File: src/rtl/pipe_control.sv
// Pipelined MIPS control: ID-stage decode, ID/EX -> EX/MEM -> MEM/WB control registers,
// load-use stall insertion, branch/jump squash, global freeze and saturating perf counters.
module pipe_control #(
  parameter int RA_W          = 5,
  parameter int CNT_W         = 16,
  parameter bit LOAD_STALL_EN = 1'b1
) (
  input  logic             clk,
  input  logic             rst,
  input  logic [5:0]       id_opcode,
  input  logic [5:0]       id_func,
  input  logic [RA_W-1:0]  id_rs,
  input  logic [RA_W-1:0]  id_rt,
  input  logic [RA_W-1:0]  id_rd,
  input  logic             ex_branch_taken,
  input  logic             ext_stall,
  output logic             pc_stall,
  output logic             ifid_flush,
  output logic             id_jump,
  output logic             id_is_jr,
  output logic [1:0]       ex_alu_op,
  output logic             ex_alu_src,
  output logic             ex_reg_dst,
  output logic             ex_branch,
  output logic             ex_is_bne,
  output logic             ex_is_jal,
  output logic             ex_mem_read,
  output logic [RA_W-1:0]  ex_dest,
  output logic             mem_mem_read,
  output logic             mem_mem_write,
  output logic             wb_reg_write,
  output logic             wb_mem_to_reg,
  output logic             wb_is_jal,
  output logic [RA_W-1:0]  wb_dest,
  output logic [CNT_W-1:0] stall_cnt,
  output logic [CNT_W-1:0] flush_cnt
);

  localparam logic [5:0] OP_R    = 6'b000000;
  localparam logic [5:0] OP_LW   = 6'b100011;
  localparam logic [5:0] OP_SW   = 6'b101011;
  localparam logic [5:0] OP_BEQ  = 6'b000100;
  localparam logic [5:0] OP_BNE  = 6'b000101;
  localparam logic [5:0] OP_ADDI = 6'b001000;
  localparam logic [5:0] OP_ORI  = 6'b001101;
  localparam logic [5:0] OP_XORI = 6'b001110;
  localparam logic [5:0] OP_J    = 6'b000010;
  localparam logic [5:0] OP_JAL  = 6'b000011;
  localparam logic [5:0] FN_JR   = 6'b001000;
  localparam logic [CNT_W-1:0] CNT_ONE = {{(CNT_W-1){1'b0}}, 1'b1};

  logic [1:0]      d_alu_op;
  logic            d_alu_src, d_reg_dst, d_branch, d_is_bne, d_is_jal;
  logic            d_mem_read, d_mem_write, d_reg_write, d_mem_to_reg;
  logic            d_valid, uses_rt;
  logic [RA_W-1:0] d_dest;

  // Registered-only stage controls that are not ports
  logic            ex_mem_write, ex_reg_write, ex_mem_to_reg;
  logic            mem_reg_write, mem_mem_to_reg, mem_is_jal;
  logic [RA_W-1:0] mem_dest;

  logic load_hz, do_stall, do_flush;

  always_comb begin
    d_alu_op     = 2'b00;
    d_alu_src    = 1'b0;
    d_reg_dst    = 1'b0;
    d_branch     = 1'b0;
    d_is_bne     = 1'b0;
    d_is_jal     = 1'b0;
    d_mem_read   = 1'b0;
    d_mem_write  = 1'b0;
    d_reg_write  = 1'b0;
    d_mem_to_reg = 1'b0;
    d_valid      = 1'b1;
    id_jump      = 1'b0;
    id_is_jr     = 1'b0;
    case (id_opcode)
      OP_R: begin
        d_reg_dst = 1'b1;
        d_alu_op  = 2'b10;
        if (id_func == FN_JR) begin
          id_jump  = 1'b1;
          id_is_jr = 1'b1;
        end else begin
          d_reg_write = 1'b1;
        end
      end
      OP_LW: begin
        d_alu_src    = 1'b1;
        d_mem_read   = 1'b1;
        d_mem_to_reg = 1'b1;
        d_reg_write  = 1'b1;
      end
      OP_SW: begin
        d_alu_src   = 1'b1;
        d_mem_write = 1'b1;
      end
      OP_BEQ: begin
        d_branch = 1'b1;
        d_alu_op = 2'b01;
      end
      OP_BNE: begin
        d_branch = 1'b1;
        d_is_bne = 1'b1;
        d_alu_op = 2'b01;
      end
      OP_ADDI: begin
        d_alu_src   = 1'b1;
        d_reg_write = 1'b1;
      end
      OP_ORI, OP_XORI: begin
        d_alu_src   = 1'b1;
        d_reg_write = 1'b1;
        d_alu_op    = 2'b11;
      end
      OP_J:    id_jump = 1'b1;
      OP_JAL: begin
        id_jump     = 1'b1;
        d_is_jal    = 1'b1;
        d_reg_write = 1'b1;
      end
      default: d_valid = 1'b0;
    endcase
  end

  // Undefined opcodes carry a zero destination so they are indistinguishable from a bubble
  assign d_dest  = !d_valid  ? '0 :
                   d_reg_dst ? id_rd :
                   d_is_jal  ? '1 : id_rt;
  assign uses_rt = (id_opcode == OP_R) || (id_opcode == OP_SW) ||
                   (id_opcode == OP_BEQ) || (id_opcode == OP_BNE);

  assign load_hz  = LOAD_STALL_EN && ex_mem_read && (ex_dest != '0) &&
                    ((ex_dest == id_rs) || (uses_rt && (ex_dest == id_rt)));
  assign do_stall = !ext_stall && !ex_branch_taken && load_hz;
  assign do_flush = !ext_stall && (ex_branch_taken || (id_jump && !load_hz));

  assign pc_stall   = !rst && (ext_stall || do_stall);
  assign ifid_flush = !rst && do_flush;

  always_ff @(posedge clk or posedge rst) begin
    if (rst) begin
      ex_alu_op      <= 2'b00;
      ex_alu_src     <= 1'b0;
      ex_reg_dst     <= 1'b0;
      ex_branch      <= 1'b0;
      ex_is_bne      <= 1'b0;
      ex_is_jal      <= 1'b0;
      ex_mem_read    <= 1'b0;
      ex_mem_write   <= 1'b0;
      ex_reg_write   <= 1'b0;
      ex_mem_to_reg  <= 1'b0;
      ex_dest        <= '0;
      mem_mem_read   <= 1'b0;
      mem_mem_write  <= 1'b0;
      mem_reg_write  <= 1'b0;
      mem_mem_to_reg <= 1'b0;
      mem_is_jal     <= 1'b0;
      mem_dest       <= '0;
      wb_reg_write   <= 1'b0;
      wb_mem_to_reg  <= 1'b0;
      wb_is_jal      <= 1'b0;
      wb_dest        <= '0;
      stall_cnt      <= '0;
      flush_cnt      <= '0;
    end else if (!ext_stall) begin
      if (ex_branch_taken || load_hz) begin
        ex_alu_op     <= 2'b00;
        ex_alu_src    <= 1'b0;
        ex_reg_dst    <= 1'b0;
        ex_branch     <= 1'b0;
        ex_is_bne     <= 1'b0;
        ex_is_jal     <= 1'b0;
        ex_mem_read   <= 1'b0;
        ex_mem_write  <= 1'b0;
        ex_reg_write  <= 1'b0;
        ex_mem_to_reg <= 1'b0;
        ex_dest       <= '0;
      end else begin
        ex_alu_op     <= d_alu_op;
        ex_alu_src    <= d_alu_src;
        ex_reg_dst    <= d_reg_dst;
        ex_branch     <= d_branch;
        ex_is_bne     <= d_is_bne;
        ex_is_jal     <= d_is_jal;
        ex_mem_read   <= d_mem_read;
        ex_mem_write  <= d_mem_write;
        ex_reg_write  <= d_reg_write;
        ex_mem_to_reg <= d_mem_to_reg;
        ex_dest       <= d_dest;
      end
      mem_mem_read   <= ex_mem_read;
      mem_mem_write  <= ex_mem_write;
      mem_reg_write  <= ex_reg_write;
      mem_mem_to_reg <= ex_mem_to_reg;
      mem_is_jal     <= ex_is_jal;
      mem_dest       <= ex_dest;
      wb_reg_write   <= mem_reg_write;
      wb_mem_to_reg  <= mem_mem_to_reg;
      wb_is_jal      <= mem_is_jal;
      wb_dest        <= mem_dest;
      if (do_stall && (stall_cnt != '1)) stall_cnt <= stall_cnt + CNT_ONE;
      if (do_flush && (flush_cnt != '1)) flush_cnt <= flush_cnt + CNT_ONE;
    end
  end

endmodule
File: config.mk
export PLATFORM = sky130hd
export DESIGN_NAME = pipe_control
export DESIGN_NICKNAME = d
export VERILOG_FILES = /design/src/rtl/pipe_control.sv
export SDC_FILE = /design/constraint.sdc
export NUM_CORES = 1
export LEC_CHECK = 0
export ABC_AREA = 1
export ABC_CLOCK_PERIOD_IN_PS = 3900
export CORE_ASPECT_RATIO = 0.5
export CORE_MARGIN = 2
export CORE_UTILIZATION = 50
export CTS_BUF_LIST = sky130_fd_sc_hd__clkbuf_4 sky130_fd_sc_hd__clkbuf_8 sky130_fd_sc_hd__clkbuf_16
export DETAILED_ROUTE_END_ITERATION = 8
export GPL_ROUTABILITY_DRIVEN = 0
export PLACE_DENSITY = 0.8
export SYNTH_ARGS = -nofsm -noshare
export SYNTH_HDL_FRONTEND = slang
export SYNTH_SLANG_ARGS = --single-unit
File: constraint.sdc
create_clock -name clk -period 3.9 [get_ports clk]
set_input_delay 0.39 -clock clk [delete_from_list [all_inputs] [get_ports clk]]
set_output_delay 0.39 -clock clk [all_outputs]
set_load 0.03 [all_outputs]
# Word level (Yosys, flattened, before mapping)
# Index checks and enable logic that the tools add are counted.
# W data, S select, Z words.
[word_totals] regBits=64 inputBits=31 out_inout_bits=59 wordCells=97
[classes] add_sub_neg=2 eq_ne=14 muxes=27 bitwise_logic=1 n_reduce_logical=32
[op_table] operator="$add A16 B1 Y16 const B" n=2
[op_table] operator="$ne A16 B16 Y1 const B" n=2
[op_table] operator="$eq A6 B4 Y1 const B" n=4
[op_table] operator="$mux W5" n=4
[op_table] operator="$mux W1" n=19
[op_table] operator="$eq A6 B2 Y1 const B" n=2
[op_table] operator="$eq A6 B3 Y1 const B" n=2
[op_table] operator="$eq A6 B6 Y1 const B" n=2
[op_table] operator="$logic_and A1 B1 Y1" n=11
[op_table] operator="$eq A5 B5 Y1" n=2
[op_table] operator="$reduce_or A10 Y1" n=1
[op_table] operator="$reduce_or A5 Y1" n=2
[op_table] operator="$logic_or A1 B1 Y1" n=7
[op_table] operator="$logic_not A6 Y1" n=1
[op_table] operator="$pmux W2 S3" n=1
[op_table] operator="$reduce_or A2 Y1" n=3
[op_table] operator="$reduce_bool A5 Y1" n=1
[op_table] operator="$logic_not A1 Y1" n=4
[op_table] operator="$pmux W1 S2" n=2
[op_table] operator="$reduce_and A2 Y1" n=2
[op_table] operator="$mux W2" n=1
[op_table] operator="$not A1 Y1" n=1

# Longest topological paths before layout
[logic_depth] word_depth=13 mapped_depth=14 depth_no_buf=13

# Least setup slack after synthesis
# Ideal clock, no wire load.
[synth_timing] path_kind="in2out" start="in id_opcode[1]" end="out ifid_flush" arrival_time_ns=1.915 slack_ns=1.595 path_stages=8 path_buffers=1 path_cell_list="nor2_2 > nand3_4 > o22ai_2 > nand2_1 > nand2_2 > buf_4 > nand2_1 > nor2_1"
[synth_between] word_cells_on_any_way=19
[synth_lines] element="start, declared" line_no="10" source="input logic [5:0] id_opcode,"
[synth_lines] element="$eq A6 B2 Y1" line_no="79" source="case (id_opcode)"
[synth_lines] element="$reduce_or A2 Y1 (no source line)"
[synth_lines] element="$pmux W1 S2 (*)" line_no="79"
[synth_lines] element="named net id_jump" line_no="19" source="output logic id_jump,"
[synth_lines] element="$logic_and A1 B1 Y1 (*)" line_no="138" source="assign do_flush = !ext_stall && (ex_branch_taken || (id_jump && !load_hz));"
[synth_lines] element="$logic_or A1 B1 Y1 (*)" line_no="138"
[synth_lines] element="$logic_and A1 B1 Y1 (*)" line_no="138"
[synth_lines] element="$logic_and A1 B1 Y1 (*)" line_no="141" source="assign ifid_flush = !rst && do_flush;"
[synth_lines] element="end, declared" line_no="18" source="output logic ifid_flush,"
# The timed path passes the listed nets; every way through them passes the cells marked *.

# Final worst setup path
[layout_timing] start="in id_opcode[1]" end="out ifid_flush"
[layout_between] elab_chain_len=12 word_cells_on_any_way=19
[layout_lines] element="$eq A6 B6 Y1 or $logic_not A6 Y1 (tied branches)" line_no="132, 79"
[layout_lines] element="$logic_or A1 B1 Y1 (2 in a row)" line_no="132" source="assign uses_rt = (id_opcode == OP_R) || (id_opcode == OP_SW) ||"
[layout_lines] element="$logic_or A1 B1 Y1" line_no="133" source="(id_opcode == OP_BEQ) || (id_opcode == OP_BNE);"
[layout_lines] element="$logic_and A1 B1 Y1" line_no="136" source="((ex_dest == id_rs) || (uses_rt && (ex_dest == id_rt)));"
[layout_lines] element="$logic_or A1 B1 Y1" line_no="136"
[layout_lines] element="$logic_and A1 B1 Y1" line_no="135" source="assign load_hz = LOAD_STALL_EN && ex_mem_read && (ex_dest != '0) &&"
[layout_lines] element="$logic_not A1 Y1" line_no="138"
[layout_lines] element="$logic_and A1 B1 Y1 (*)" line_no="138"
[layout_lines] element="$logic_or A1 B1 Y1 (*)" line_no="138"
[layout_lines] element="$logic_and A1 B1 Y1 (*)" line_no="138"
[layout_lines] element="$logic_and A1 B1 Y1 (*)" line_no="141"
# Mark *: on every way between the ends. The rest lies on a longest branch, timed or not.

==> results.md <==
* R2R Setup Slk at ~1300 ps
* Root Driver: clkbuf_16
* Hold crit path type: reg2reg
* Pre-Repair DR Iteration Count at 6
* Syn Std Cell Area at 0.003560 mm^2
* Top cell type by total area after synthesis: dfrtp_1
* Sum Neg Setup Slack at 0 ps
* Maxcap violations at 0
* GR met3 Demand/Resource at 7.337%
* All-Layer GR Usage at 25.27%
* Routed length per instance at 14.03 um
* Post-Place Cell Area at 0.004526 mm^2
* Worst setup margin at about 800 ps
* WHS Path Cells at 2
* DP HPWL at approximately 6.6 mm
* R2R cell count at 10
* Status: complete, no violations
* VDD IR max at roughly 0.4 mV
* Count leader, synth: nand2_1
* First-pass GRT wire length at 15.35 mm
* CTS Buf Count at 9
* # fillers at 550
* Unrepaired setup endpoints after global routing: no
* Final Hold Vio Count at 0
* Post-layout util at 71.23%
* Kind of critical path: in2out
* Worst path depth at 12
* Synth top area share at 44.99%
* Initial Utilization at around 53%
* Vias in the first global route at 3251
* CTS sink cnt at 64
* M1 GR Usage at 32.34%
* Die Ht at 63.67 um
* CTS Hold Bufs at 0
* Pin count of the biggest net entering global routing at 33
* Nets at 589
* Chip width at 123.3 um
* H-tree depth at 3
* Clk slew on worst S/H paths at 50 ps
* Ranking of synthesized cells by area: dfrtp_1 45%, nand2_1 17%, xor2_1 5.4%, inv_1 4.3%, nor2_1 4.3%
* Post-Syn Nets at 498
* Final ANT Viol Nets at 0
* Post-CTS Resized at 0
* CP Cell Sequence: clkdlybuf4s50_1 > inv_1 > nand3_1 > nand3_2 > nand3_1 > nand2_1 > nand2_1 > nand2_1 > nand2_2 > nand2_1 > nor2_1 > clkdlybuf4s50_1
* Main synth FF type: dfrtp_1
* Setup crit start kind: primary input
* Final Skew at 2.974 ps
* Min cycle time layout at 3097 ps
* PwrDens at 375.7 mW/mm^2
* Syn avg cell area at approximately 7.7 um^2
* Largest registers: flush_cnt x16, stall_cnt x16
* CP Max Fanout at 17
* #FFs+latches synth at between 60 and 70
* Worst-Margin Slew at 651.1 ps
* IO Port Bufs at 89
* Vias at 3446
* Slew margin rel. at 56.53%
* Drt first-iter violations at 310
* Clk_lat worst skew at between 300 and 400 ps
* Hold slack at 470.4 ps
* Initial antenna violation count at 0
* Area of the core at 0.006779 mm^2
* GRT overflow at 0
* Crit end category: output port
* Fin crit share at 79.40%
* CTS tree: done
* Global-route track usage on met2 at 40.87%
* Die footprint at 0.007851 mm^2
* Pins Over Slew Limit at 0
* Area Overhead vs Synth at 35.64%
* Layout cells sized above 1 at ~6.6%
* CP top delay family: buffers and inverters
* # diodes at 0
* Most common library cells after synthesis: 165 x nand2_1, 64 x dfrtp_1, 41 x inv_1, 41 x nor2_1, 24 x o21ai_0
* Global-route layer with the greatest usage: met2
* Design Area, Final at 0.004828 mm^2
* I/O pins at 90
* Max clock buf depth at 2
* Fmax at around 320 MHz
* CP arrival at between 2000 and 3000 ps
* Unique masters post-synth at 32
* Worst slack, placed at around 800 ps
* Setup bufs post-CTS at 0
* Crit-path slowest cell: clkdlybuf4s50_1
* Asr flop ratio synth at 100.0%
* Sequential-to-total area share from yosys stat at 44.99%
* Static leakage at 2.261 nW
* Setup violators final at 0
* Num rows at 21
* Buffers & Inverters on Critical Path at 3
* Warnings from Yosys at 0
* Syn Inst Count at 465
* CP peak stage delay at 670 ps
* WL final at 9.163 mm
* EDFF count, synth at 0
* DRC at 0
* Via/cell ratio at 5.277
* CP required at 3510 ps
* Cell mode on critical path: nand2_1
## cell usage in the layout (no fill, tap or decap), drive strengths merged
cell type      instances
clkinv                 4
nand4                 23
clkbuf                11
clkinvlp               1
nor3                   5
ha                     2
o21ai                 28
buf                    6
xnor2                 13
clkdlybuf4s50         88
and3                   1
nor2                  45
dfrtp                 64
nand2                167
nor4                   4
o22ai                  5
a21oi                  5
nor3b                  1
a31oi                  2
or2                    2
nand3                 20
bufinv                 1
inv                   41
xor2                  22
## area by class of cell
| cell class | count | area, um^2 | share of cell area, % |
|---|---|---|---|
| multi-input combinational | 345 | 1725 | 35.73 |
| sequential | 64 | 1602 | 33.17 |
| timing repair buffer | 94 | 925.9 | 19.18 |
| clock buffer | 11 | 246.5 | 5.105 |
| inverter | 42 | 157.7 | 3.265 |
| tap | 92 | 115.1 | 2.384 |
| clock inverter | 5 | 56.30 | 1.166 |
## path summary, 6_finish.rpt
| path | from | endpoint |
|---|---|---|
| setup / recovery | id_opcode[1] | ifid_flush |
| hold / removal | mem_dest[4] | wb_dest[4] |
| setup reg to reg | stall_cnt[0] | stall_cnt[3] |
| hold reg to reg | mem_dest[4] | wb_dest[4] |
| max in group asynchronous | rst | ex_is_bne |
| min in group asynchronous | rst | flush_cnt[8] |
## power breakdown
| group | switching (mW) | internal (mW) | total (mW) |
|---|---|---|---|
| logic | 0.162 | 0.117 | 0.279 |
| registers | 0.0375 | 0.695 | 0.732 |
| clock network | 0.285 | 0.517 | 0.803 |
## routing by layer
metal  wire (um)  share of wire (%)
met1        3935                 43
met2        4388                 48
met3         619                6.8
met4         218                2.4
met5           0                  0
## metrics by stage
| step | instances | power (mW) |
|---|---|---|
| floorplan | 465 | 0.8972 |
| CTS | 653 | 1.827 |
| finish | 653 | 1.814 |
| global route | 653 | 1.894 |
| global placement | 637 | 1.015 |
| detailed placement | 637 | 1.021 |
## kinds of logic after synthesis
kind of cell	count (synthesis)	share of synthesized area, %
AOI/OAI and AO/OA	40	6.046
xor gates and xnor gates	35	8.611
adders and majority gates	2	0.7029
buffers and inverters	56	6.538
DFF	64	44.99
and+or+nand+nor	268	33.11
## worst min-delay path, cell delays in order, from the launching register on
cell and delay, ps:
dfrtp_1 340, nand2_1 60, nand2_1 50
Power figures use the tool's default switching activity.
